File: config.mk
export PLATFORM = sky130hd
export DESIGN_NAME = mprj_pad_ctrl
export DESIGN_NICKNAME = d
export VERILOG_FILES = /design/src/rtl/mprj_pad_ctrl.sv
export SDC_FILE = /design/constraint.sdc
export NUM_CORES = 1
export LEC_CHECK = 0
export ABC_AREA = 1
export CORE_UTILIZATION = 45
export CTS_CLUSTER_DIAMETER = 150
export CTS_CLUSTER_SIZE = 20
export DETAILED_ROUTE_END_ITERATION = 10
export PLACE_DENSITY = 0.66
export REMOVE_ABC_BUFFERS = 1
export SETUP_SLACK_MARGIN = 0.02
export SYNTH_ARGS = -nofsm -noshare
export SYNTH_HDL_FRONTEND = slang
export SYNTH_SLANG_ARGS = --single-unit
File: constraint.sdc
create_clock -name wb_clk_i -period 3.6 [get_ports wb_clk_i]
set_input_delay 0.72 -clock wb_clk_i [delete_from_list [all_inputs] [get_ports wb_clk_i]]
set_output_delay 0.72 -clock wb_clk_i [all_outputs]
set_load 0.02 [all_outputs]
File: src/rtl/mprj_pad_ctrl.sv
// User-project pad ring controller: per-pad mode words, registered pad-cell
// controls, filtered input path with sticky edge flags, and output-enable turnaround.
module mprj_pad_ctrl #(
  parameter int NUM_PADS = 38,
  parameter int ADDR_W   = 6,
  parameter int FILT_W   = 4,
  parameter int TURN_CYC = 4
) (
  input  logic                  wb_clk_i,
  input  logic                  wb_rst_i,
  input  logic                  cfg_we,
  input  logic [ADDR_W-1:0]     cfg_addr,
  input  logic [3:0]            cfg_wdata,
  output logic                  cfg_ready,
  output logic                  cfg_err,
  input  logic [FILT_W-1:0]     filt_len,
  input  logic [NUM_PADS-1:0]   core_out,
  output logic [NUM_PADS-1:0]   core_in,
  input  logic [NUM_PADS-1:0]   pad_in,
  output logic [NUM_PADS-1:0]   pad_out,
  output logic [NUM_PADS-1:0]   pad_oen,
  output logic [NUM_PADS-1:0]   pad_ren,
  output logic [3*NUM_PADS-1:0] pad_dm,
  input  logic [NUM_PADS-1:0]   edge_clr,
  output logic [NUM_PADS-1:0]   edge_rise,
  output logic [NUM_PADS-1:0]   edge_fall,
  output logic                  irq
);

  localparam logic [2:0]        DM_IN     = 3'b001;
  localparam logic [2:0]        DM_PU     = 3'b010;
  localparam logic [2:0]        DM_PD     = 3'b011;
  localparam logic [2:0]        DM_OUT    = 3'b110;
  localparam logic [3:0]        TURN_LOAD = 4'(TURN_CYC - 1);
  localparam logic [ADDR_W:0]   NPADS     = (ADDR_W + 1)'(NUM_PADS);

  typedef enum logic {IDLE = 1'b0, TURN = 1'b1} state_t;

  state_t                state;
  logic [3:0]            turn_cnt;
  logic [NUM_PADS-1:0]   turn_mask;
  logic [NUM_PADS-1:0]   filt_en;
  logic [NUM_PADS-1:0]   sync1;
  logic [NUM_PADS-1:0]   sync2;
  logic [FILT_W-1:0]     cnt [NUM_PADS];

  logic                  accept;
  logic                  addr_ok;
  logic                  start_turn;
  logic [2:0]            wr_dm;
  logic [NUM_PADS-1:0]   wr_hit;
  logic [NUM_PADS-1:0]   is_out;
  logic [NUM_PADS-1:0]   upd;

  // Unsupported DM codes collapse to plain input.
  function automatic logic [2:0] legal_dm(input logic [2:0] dm);
    case (dm)
      DM_IN, DM_PU, DM_PD, DM_OUT: legal_dm = dm;
      default:                     legal_dm = DM_IN;
    endcase
  endfunction

  // Write decode and per-pad filter expiry.
  always_comb begin
    accept  = cfg_we & cfg_ready;
    addr_ok = ({1'b0, cfg_addr} < NPADS);
    wr_dm   = legal_dm(cfg_wdata[2:0]);
    wr_hit  = '0;
    is_out  = '0;
    upd     = '0;
    for (int k = 0; k < NUM_PADS; k++) begin
      is_out[k] = (pad_dm[3*k +: 3] == DM_OUT);
      wr_hit[k] = accept && addr_ok && (cfg_addr == ADDR_W'(k));
      // ">=" so a shortened filter length fires on the next compare
      upd[k]    = (sync2[k] != core_in[k]) &&
                  (cnt[k] >= (filt_en[k] ? filt_len : FILT_W'(0)));
    end
    start_turn = (wr_dm == DM_OUT) && |(wr_hit & ~is_out);
  end

  // Mode registers, pad controls and the turnaround FSM.
  always_ff @(posedge wb_clk_i) begin
    if (wb_rst_i) begin
      state     <= IDLE;
      turn_cnt  <= 4'd0;
      turn_mask <= '0;
      cfg_ready <= 1'b1;
      cfg_err   <= 1'b0;
      pad_dm    <= {NUM_PADS{DM_IN}};
      filt_en   <= '0;
      pad_oen   <= '1;
      pad_ren   <= '1;
    end else begin
      cfg_err <= accept && !addr_ok;
      for (int k = 0; k < NUM_PADS; k++) begin
        if (wr_hit[k]) begin
          pad_dm[3*k +: 3] <= wr_dm;
          filt_en[k]       <= cfg_wdata[3];
          pad_ren[k]       <= (wr_dm != DM_PU);
          // Entering output mode keeps the pad tristated until the turnaround ends.
          if (wr_dm != DM_OUT) begin
            pad_oen[k] <= 1'b1;
          end else begin
            pad_oen[k] <= pad_oen[k];
          end
        end
      end
      case (state)
        IDLE: begin
          if (start_turn) begin
            state     <= TURN;
            turn_cnt  <= TURN_LOAD;
            turn_mask <= wr_hit;
            cfg_ready <= 1'b0;
          end
        end
        TURN: begin
          if (turn_cnt == 4'd0) begin
            state     <= IDLE;
            cfg_ready <= 1'b1;
            turn_mask <= '0;
            for (int k = 0; k < NUM_PADS; k++) begin
              if (turn_mask[k]) pad_oen[k] <= 1'b0;
            end
          end else begin
            turn_cnt <= turn_cnt - 4'd1;
          end
        end
        default: begin
          state     <= IDLE;
          cfg_ready <= 1'b1;
        end
      endcase
    end
  end

  // Synchroniser, glitch filter, sticky edges, irq and output data.
  always_ff @(posedge wb_clk_i) begin
    if (wb_rst_i) begin
      sync1     <= '0;
      sync2     <= '0;
      core_in   <= '0;
      edge_rise <= '0;
      edge_fall <= '0;
      irq       <= 1'b0;
      pad_out   <= '0;
      for (int k = 0; k < NUM_PADS; k++) cnt[k] <= '0;
    end else begin
      sync1     <= pad_in;
      sync2     <= sync1;
      pad_out   <= core_out;
      irq       <= (|edge_rise) | (|edge_fall);
      core_in   <= core_in ^ upd;
      edge_rise <= (edge_rise & ~edge_clr) | (upd & sync2);
      edge_fall <= (edge_fall & ~edge_clr) | (upd & ~sync2);
      for (int k = 0; k < NUM_PADS; k++) begin
        if (sync2[k] == core_in[k] || upd[k]) begin
          cnt[k] <= '0;
        end else begin
          cnt[k] <= cnt[k] + FILT_W'(1);
        end
      end
    end
  end

endmodule

# Yosys cells after proc, flatten, opt, wreduce, memory -nomap -nowiden
# Memory sizes are Yosys's and may differ from the RTL's.
# Cells that the tools add are included.
[word_totals] mem_bits_rw=152 register_bits=502 mem_count=1 wordCells=1056 inputBits=131 output_inout_bits=345
[mem_list] memory="cnt" words=38 width=4 read_ports=38 rd_clocked_by_memory_dff=0 wr=38 line="45" rtl="logic [FILT_W-1:0] cnt [NUM_PADS];"
[op_classes] add_sub_neg=39 n_reduce_logical=126 n_lt_le_gt_ge=39 mux=473 eq_ne=161 bitwise=90
[op_table] cell="4-bit 2-to-1 mux" count=116
[op_table] cell="1-bit 2-to-1 mux" count=348
[op_table] cell="38-bit AND" count=5
[op_table] cell="4-bit by 1-bit adder with 4-bit output, second input constant" count=38
[op_table] cell="4-bit >= comparator" count=38
[op_table] cell="38-bit 2-to-1 mux" count=4
[op_table] cell="3-bit == test, second input constant" count=40
[op_table] cell="38-bit inverter" count=3
[op_table] cell="38-bit OR reduction" count=3
[op_table] cell="6-bit by 5-bit == test with 1-bit output, second input constant" count=16
[op_table] cell="1-bit logical AND" count=79
[op_table] cell="1-bit OR" count=77
[op_table] cell="38-bit OR" count=2
[op_table] cell="38-bit case mux with 2 select lines" count=1
[op_table] cell="6-bit by 4-bit == test with 1-bit output, second input constant" count=8
[op_table] cell="1-bit == test" count=38
[op_table] cell="1-bit logical OR" count=38
[op_table] cell="1-bit != test" count=38
[op_table] cell="38-bit bitwise XOR" count=1
[op_table] cell="6-bit == test, second input constant" count=6
[op_table] cell="6-bit by 3-bit == test with 1-bit output, second input constant" count=4
[op_table] cell="6-bit by 2-bit == test with 1-bit output, second input constant" count=2
[op_table] cell="4-bit case mux with 2 select lines" count=1
[op_table] cell="3-bit by 2-bit == test with 1-bit output, second input constant" count=2
[op_table] cell="17 further kinds" count=20

# Longest topological paths before layout
# Gate-level depths: netlist of run 1.
[depth] depth_word=9 ltp_mapped=15 depth_no_buf=13

# Least setup slack after synthesis of run 1
# Ideal clock, no wire load.
[synth_path] kind="input port to flip-flop" startpoint="input filt_len[1]" endpoint="register edge_fall[0]" required_time_ps=3530 t_arrival_ps=2464 path_stages=13 setup_ps=70 setup_slack_ps=1065 path_cell_list="clkbuf_1 buf_1 nand2_1 ha_1 inv_1 nor2_1 o211ai_1 o2111ai_1 inv_1 or2_2 inv_1 nand2_1 a21oi_1"
[synth_via] elab_chain_len=5
[synth_rtl] item="start: declaration" line="16" rtl="input logic [FILT_W-1:0] filt_len,"
[synth_rtl] item="4-bit 2-to-1 mux" line="76" rtl="(cnt[k] >= (filt_en[k] ? filt_len : FILT_W'(0)));"
[synth_rtl] item="4-bit >= comparator" line="76"
[synth_rtl] item="1-bit logical AND" line="75" rtl="upd[k] = (sync2[k] != core_in[k]) &&"
[synth_rtl] item="38-bit AND" line="155" rtl="edge_fall <= (edge_fall & ~edge_clr) | (upd & ~sync2);"
[synth_rtl] item="38-bit OR" line="155"
[synth_rtl] item="end signal: assignment" line="155"
[synth_rtl] item="end: declaration" line="26" rtl="output logic [NUM_PADS-1:0] edge_fall,"
# No other way between the ends.
# A chain may end at the register's enable or synchronous reset.

# Final worst setup path of run 1
[layout_path] startpoint="input cfg_we" endpoint="register turn_mask[23]"
[layout_via] elab_chain_len=8
[layout_rtl] item="start: declaration" line="11" rtl="input logic cfg_we,"
[layout_rtl] item="1-bit AND (*)" line="65" rtl="accept = cfg_we & cfg_ready;"
[layout_rtl] item="1-bit logical AND (*)" line="73" rtl="wr_hit[k] = accept && addr_ok && (cfg_addr == ADDR_W'(k));"
[layout_rtl] item="1-bit logical AND" line="73"
[layout_rtl] item="38-bit AND" line="78" rtl="start_turn = (wr_dm == DM_OUT) && |(wr_hit & ~is_out);"
[layout_rtl] item="38-bit OR reduction" line="78"
[layout_rtl] item="1-bit logical AND" line="78"
[layout_rtl] item="2-bit != test (no source line)"
[layout_rtl] item="2-bit AND reduction (no source line)"
[layout_rtl] item="end signal: assignment" line="113" rtl="turn_mask <= wr_hit;"
[layout_rtl] item="end: declaration" line="41" rtl="logic [NUM_PADS-1:0] turn_mask;"
# Every way passes the cells marked *; elsewhere a longest branch is shown, timed or not. The select of a mux whose other input is x is not followed.

==> results.toml, run 1 <==
[global_route]
grt_pass1_vias = 23500
gr-total-overflow = 0
antenna_found_initial = 0
grt_pass1_wl_mm = 132
grt_use_total = 0.255
grt_max_degree = 78

[cts]
cts_sinks = 654
clkLatencyLatePin_ns = 0.60
post-cts-setup-buffers = 0
cts.htree.levels = 2
cts_tree = "yes"
cts.path.max_buffers = 3
hold_buffers = 0
numCtsBuffers = 38
ctsResizeCount = 0
root_buffer = "clkbuf_16"
clkSlewWorstSetupHoldPaths_ns = 0.09

[yosys]
seq_area_frac_synth = 0.500
ys_warn_count = 0
mappedNetlistArea_um2 = 29200
synth_flop_cell = "dfxtp_1"
ys_ff_latch = 654
synthCells = 3547
synth_edf_count = 152
syn_area_per_cell_um2 = 8.24
async_flop_share = 0
ys_types = 39

[critical_path]
cp.required_ns = 4.13
crit_path_start_kind = "input pin"
slowest_delay_ns = 0.57
cp_slowest_cell = "clkdlybuf4s50_1"
critPathArrivalTime_ns = 3.25
r2r_slack_ns = 1.21
end_kind = "flip-flop"
timing.critical_path.to = "turn_mask[23]"
r2r-end = "turn_mask[23]"
cpLargestDelayFamily = "simple AND/OR/NAND/NOR gates"
worstPathCellList = "clkdlybuf4s50_1 -> nand2_2 -> nor2_4 -> inv_2 -> nor2_4 -> nand2_1 -> nand2_1 -> nor2_1 -> and2_1 -> nand3b_1 -> buf_4 -> nand3_1 -> a21oi_1"
r2r_start = "cfg_ready"
path_depth = 13
reg2reg_depth = 12
crit_buf_inv = 3
crit_type = "input pin to flip-flop"
crit_fanout = 20
cp-startpoint = "cfg_we"

[sta]
relSlewSlack = 0.233
finClkSkew_ns = 0.0325
min_period_ns = 2.73
tightest_slew_ns = 1.14
clock.fmax_mhz = 367
setup_viol = 0
finalHoldViolCount = 0
slew_viol_final = 0
rsz0062_at_grt = "no"
hold_ws_ns = 0.384
finalCritPeriodShare = 0.757
finalSetupTns_ns = 0

[die]
die_w_um = 257
ios = 476
initial_core_util = 0.454
core_um2 = 64300
die_area_um2 = 66000
die_h_um = 257
fp-row-count = 93

[cells_and_area]
fillerInstances = 5945
final_nets = 4475
final_layout_size_suffix_gt1_frac = 0.0321
final_cells = 5033
postLayoutCellArea_um2 = 36800
multiInputGateArea_um2 = 12800
n_antenna_cell = 0
seq_area_um2 = 14600
areaGrowthSynthToFinish_pct = 26.0

[outcome]
run_status = "finished clean"

[placed_design]
gp_congestion = 0.874
place_area_um2 = 35700
placed_cells = 4967
io_buffer_count = 475
dp_hpwl_mm = 63.1

[min_path]
hold_depth = 2
hold_class = "flip-flop to flip-flop"

[power_and_ir_drop]
power_leakage_nw = 15.4
ir_drop_uv = 305
p_per_area_nw_per_um2 = 381

[detailed_routing]
vias_per_cell = 5.00
drtAntennaViolNets = 0
post_drt_wl_per_cell_um = 17.1
wl_mm = 85.9
dr.pass1.iters = 7
drt_iter0_drc = 1704
drc_errors = 0
vias = 25200

[flow_run]
cap_viol_max_count = 0
cell usage after synthesis, drive strengths merged (2+ instances only):
cell type	count	share of area
a32oi	5	0.0015
xor2	42	0.013
nor4	18	0.0039
a211oi	5	0.0013
or2	3	0.00064
nand4	49	0.010
ha	192	0.082
o21ai	290	0.050
nand3	211	0.036
o211ai	38	0.0098
edfxtp	152	0.16
a31oi	2	0.00043
o31ai	2	0.00051
xnor2	38	0.011
inv	503	0.065
nor2	578	0.075
nand2	420	0.054
clkbuf	92	0.012
nor3	9	0.0017
o2111ai	3	0.00090
nand3b	31	0.0080
a21oi	328	0.056
dfxtp	502	0.34
buf	28	0.0053
worst min-delay path: cells and delay by family, from the launching register on:
kind / cells / cell delay (ns)
flops: 1 / 0.30
buf+inv: 1 / 0.04
simple gates: 1 / 0.03
final cells by class:
| class | instances | share of cell area |
|---|---|---|
| sequential | 654 | 0.397 |
| multi-input combinational | 2420 | 0.348 |
| timing repair buffer | 534 | 0.144 |
| inverter | 504 | 0.0515 |
| clock buffer | 65 | 0.0303 |
| tap | 855 | 0.0290 |
| clock inverter | 1 | 0.000238 |
metal layers:
layer,track usage,part of all wire,up-vias
met4,0.100,0.038,0
met2,0.419,0.46,638
li1,-,-,12700
met1,0.330,0.44,11700
met3,0.0501,0.064,127
met5,0,0,-
placed cells by master, fill, tap and decap left out, drive strengths merged:
master         count
nor2             578
nand3            211
o21bai             1
clkbuf            65
and3               1
clkdlybuf4s50    470
a32oi              5
dfxtp            502
nand2            420
o21ai            290
o31ai              2
o211ai            38
conb             152
nand4             49
a21oi            328
xor2              42
nor3               9
inv              504
buf               64
nor4              18
clkinv             1
nand3b            31
or2                3
and3b              1
o2111ai            3
edfxtp           152
and2               1
a31oi              2
xnor2             38
a211oi             5
ha               192
worst min-delay path by stage:
| stage | end | startpoint | slack (ns) |
|---|---|---|---|
| after global routing | sync2[26] | sync1[26] | 0.42 |
| after global placement | sync2[22] | sync1[22] | 0.39 |
| after CTS | sync2[8] | sync1[8] | 0.39 |
| after floorplan | sync2[0] | sync1[0] | 0.39 |
| final | sync2[8] | sync1[8] | 0.38 |
| after detailed placement | sync2[14] | sync1[14] | 0.39 |
power breakdown:
| part | internal (W) | total (W) | switching (W) | leakage (nW) |
|---|---|---|---|---|
| registers | 0.00771 | 0.00788 | 0.000169 | 5.66 |
| logic | 0.000612 | 0.00153 | 0.000923 | 9.25 |
| clock network | 0.00213 | 0.00463 | 0.00250 | 0.538 |
through the flow:
step / power (W) / util / worst slack (ns)
2_1_floorplan: 0.00877 / - / -1.89
3_3_place_gp: 0.00956 / 0.555 / 0.381
3_5_place_dp: 0.00958 / 0.555 / 0.318
4_1_cts: 0.0142 / 0.573 / 0.936
5_1_grt: 0.0146 / 0.573 / 0.647
6_report: 0.0141 / 0.573 / 0.875
cell families (layout without fill, tap and decap cells):
kind of cell               after synthesis  count (layout)  synth area share
DFF                                    654             654             0.500
AOI/OAI and AO/OA                      674             674             0.121
xor gates and xnor gates                80              80            0.0240
adders and majority gates              192             192            0.0822
other                                    1             152          0.000128
and+or+nand+nor                       1322            1322             0.191
buffers and inverters                  624            1104            0.0818
registers in the layout, indices dropped and copies added (netlist names), 38 cells and up, named ones only:
name and flops:
sync1 38, edge_rise 38, turn_mask 38, cnt 152, pad_ren 38, sync2 38
pad_out 38, edge_fall 38, filt_en 38, pad_oen 38, pad_dm 114
No activity file was read; power rests on OpenSTA's default activity.
==> inputs of run 2 (changes only) <==
--- a/config.mk
+++ b/config.mk
@@ -10,7 +10,7 @@
 export CTS_CLUSTER_DIAMETER = 150
 export CTS_CLUSTER_SIZE = 20
 export DETAILED_ROUTE_END_ITERATION = 10
-export PLACE_DENSITY = 0.66
+export PLACE_DENSITY = 0.69
 export REMOVE_ABC_BUFFERS = 1
 export SETUP_SLACK_MARGIN = 0.02
 export SYNTH_ARGS = -nofsm -noshare
==> constraint.sdc (replaced) <==
create_clock -name wb_clk_i -period 2.34 [get_ports wb_clk_i]
set_input_delay 0.468 -clock wb_clk_i [delete_from_list [all_inputs] [get_ports wb_clk_i]]
set_output_delay 0.468 -clock wb_clk_i [all_outputs]
set_load 0.02 [all_outputs]
==> run 2 against run 1 <==
Core utilization is 1.4 points higher. Final area increased by 2.5%. Clock power grew 51%. Global-route usage down 0.27 points. Critical path depth down 12. Non-clock buffer count is 112 higher. Combinational power up 63%. Cell count up 2.2%. Sequential power increased by 54%. Sequential share of layout area shrank 0.95 points.
==> results.toml, run 2 (synthesized netlist as in run 1, its figures left out) <==
[outcome]
run_status = "finished clean"

[cells_and_area]
seq_area_um2 = 14600
final_cells = 5146
mostFrequentLayoutCell = "nor2_1"
largest_reg_flops = 152
multiInputGateArea_um2 = 12800
final_nets = 4587
reg_top3 = "cnt (152), pad_dm (114)"
final_layout_size_suffix_gt1_frac = 0.0571
n_antenna_cell = 0
fillerInstances = 5882
layout_common_cells = "nor2_1 (567), dfxtp_1 (502), inv_1 (496)"
top_register = "cnt"
areaGrowthSynthToFinish_pct = 29.1

[power_and_ir_drop]
power_leakage_nw = 16.0
pwr-share-comb = 0.115
switching_share = 0.255
power_frac_clock = 0.323
p_seq_frac = 0.562
p_int_w = 0.0161
p_per_area_nw_per_um2 = 572
switching_power_w = 0.00550
ir_drop_uv = 514

[cts]
post-cts-setup-buffers = 0
hold_buffers = 0
clkSlewWorstSetupHoldPaths_ns = 0.09
clkLatencyLatePin_ns = 0.59
cts_tree = "yes"
cts_sinks = 654
numCtsBuffers = 38
root_buffer = "clkbuf_16"
cts.htree.levels = 2
cts.path.max_buffers = 3

[sta]
tightest_slew_ns = 0.769
slew_viol_final = 0
finalCritPeriodShare = 0.936
clock.fmax_mhz = 457
finClkSkew_ns = 0.0222
relSlewSlack = 0.482
worst_slack_ns = 0.150
rsz0062_at_grt = "no"
setup_viol = 0
min_period_ns = 2.19
hold_ws_ns = 0.287
finalHoldViolCount = 0

[min_path]
hold_class = "input pin to flip-flop"

[die]
die_w_um = 257
initial_core_util = 0.454
ios = 476
die_area_um2 = 66000
die_h_um = 257
fp-row-count = 93
core_um2 = 64300

[global_route]
gr-total-overflow = 0
antenna_found_initial = 2
grt_use_total = 0.253
grt_pass1_wl_mm = 131
grt_max_degree = 48
grt_pass1_vias = 23800

[placed_design]
placed_cells = 5079
gp_congestion = 0.885
dp_hpwl_mm = 64.3
io_buffer_count = 475
post-place-ws_ns = -0.416

[detailed_routing]
drtAntennaViolNets = 0
drt_iter0_drc = 1503
wl_mm = 85.0
dr.pass1.iters = 7
vias_per_cell = 4.97
post_drt_wl_per_cell_um = 16.5
drc_errors = 0
vias = 25600

[critical_path]
slowest_delay_ns = 0.66
cp_slowest_cell = "clkdlybuf4s50_1"
worstPathCellList = "clkdlybuf4s50_1"
crit_fanout = 2
crit_buf_inv = 1
end_kind = "output pin"
critPathArrivalTime_ns = 1.72
cp.required_ns = 1.87
crit_path_start_kind = "flip-flop"
crit_type = "flip-flop to output pin"
cpLargestDelayFamily = "buffers and inverters"

[flow_run]
cap_viol_max_count = 0
run 2: final timing paths:
check | start | end | cells after the start | slack, ns
worst max-delay path | pad_oen[23] | pad_oen[23] | 1 | 0.15
worst min-delay path | wb_rst_i | sync1[30] | 2 | 0.29
worst max register to register | pad_dm[54] | turn_mask[30] | 11 | 0.19
worst min register to register | sync1[6] | sync2[6] | 2 | 0.40
run 2: per-stage QoR:
stage | cell area, um2 | power, W | setup TNS [ns] | utilization
2_1_floorplan | 29300 | 0.0135 | -293.05 | -
3_3_place_gp | 36700 | 0.0148 | -20.61 | 0.570
3_5_place_dp | 36700 | 0.0149 | -24.16 | 0.570
4_1_cts | 37800 | 0.0218 | 0 | 0.587
5_1_grt | 37800 | 0.0225 | 0 | 0.587
6_report | 37800 | 0.0216 | 0 | 0.587
run 2: what timing repair did:
| action | in CTS | in global routing |
|---|---|---|
| endpoints found under the setup margin | 0 | 40 |
| gates resized for setup | 0 | 1 |
| endpoints found under the hold margin | 0 | 0 |
run 2: power groups by stage:
stage / clock network (W) / registers, W / logic, W
after floorplan: 0 / 0.0125 / 0.000976
after global placement: 0 / 0.0124 / 0.00245
after detailed placement: 0 / 0.0124 / 0.00248
after CTS: 0.00717 / 0.0121 / 0.00250
after global routing: 0.00755 / 0.0122 / 0.00275
final: 0.00698 / 0.0121 / 0.00249
run 2: routing by layer:
metal	part of all wire	vias up	track usage
li1	-	12900	-
met5	0.00029	-	0
met1	0.44	11900	0.329
met4	0.027	4	0.0713
met3	0.068	108	0.0510
met2	0.47	686	0.424
run 2: cell type report:
class,count,share of cell area
multi-input combinational,2420,0.340
sequential,654,0.387
timing repair buffer,646,0.166
clock buffer,65,0.0284
inverter,504,0.0502
clock inverter,2,0.000464
tap,855,0.0283
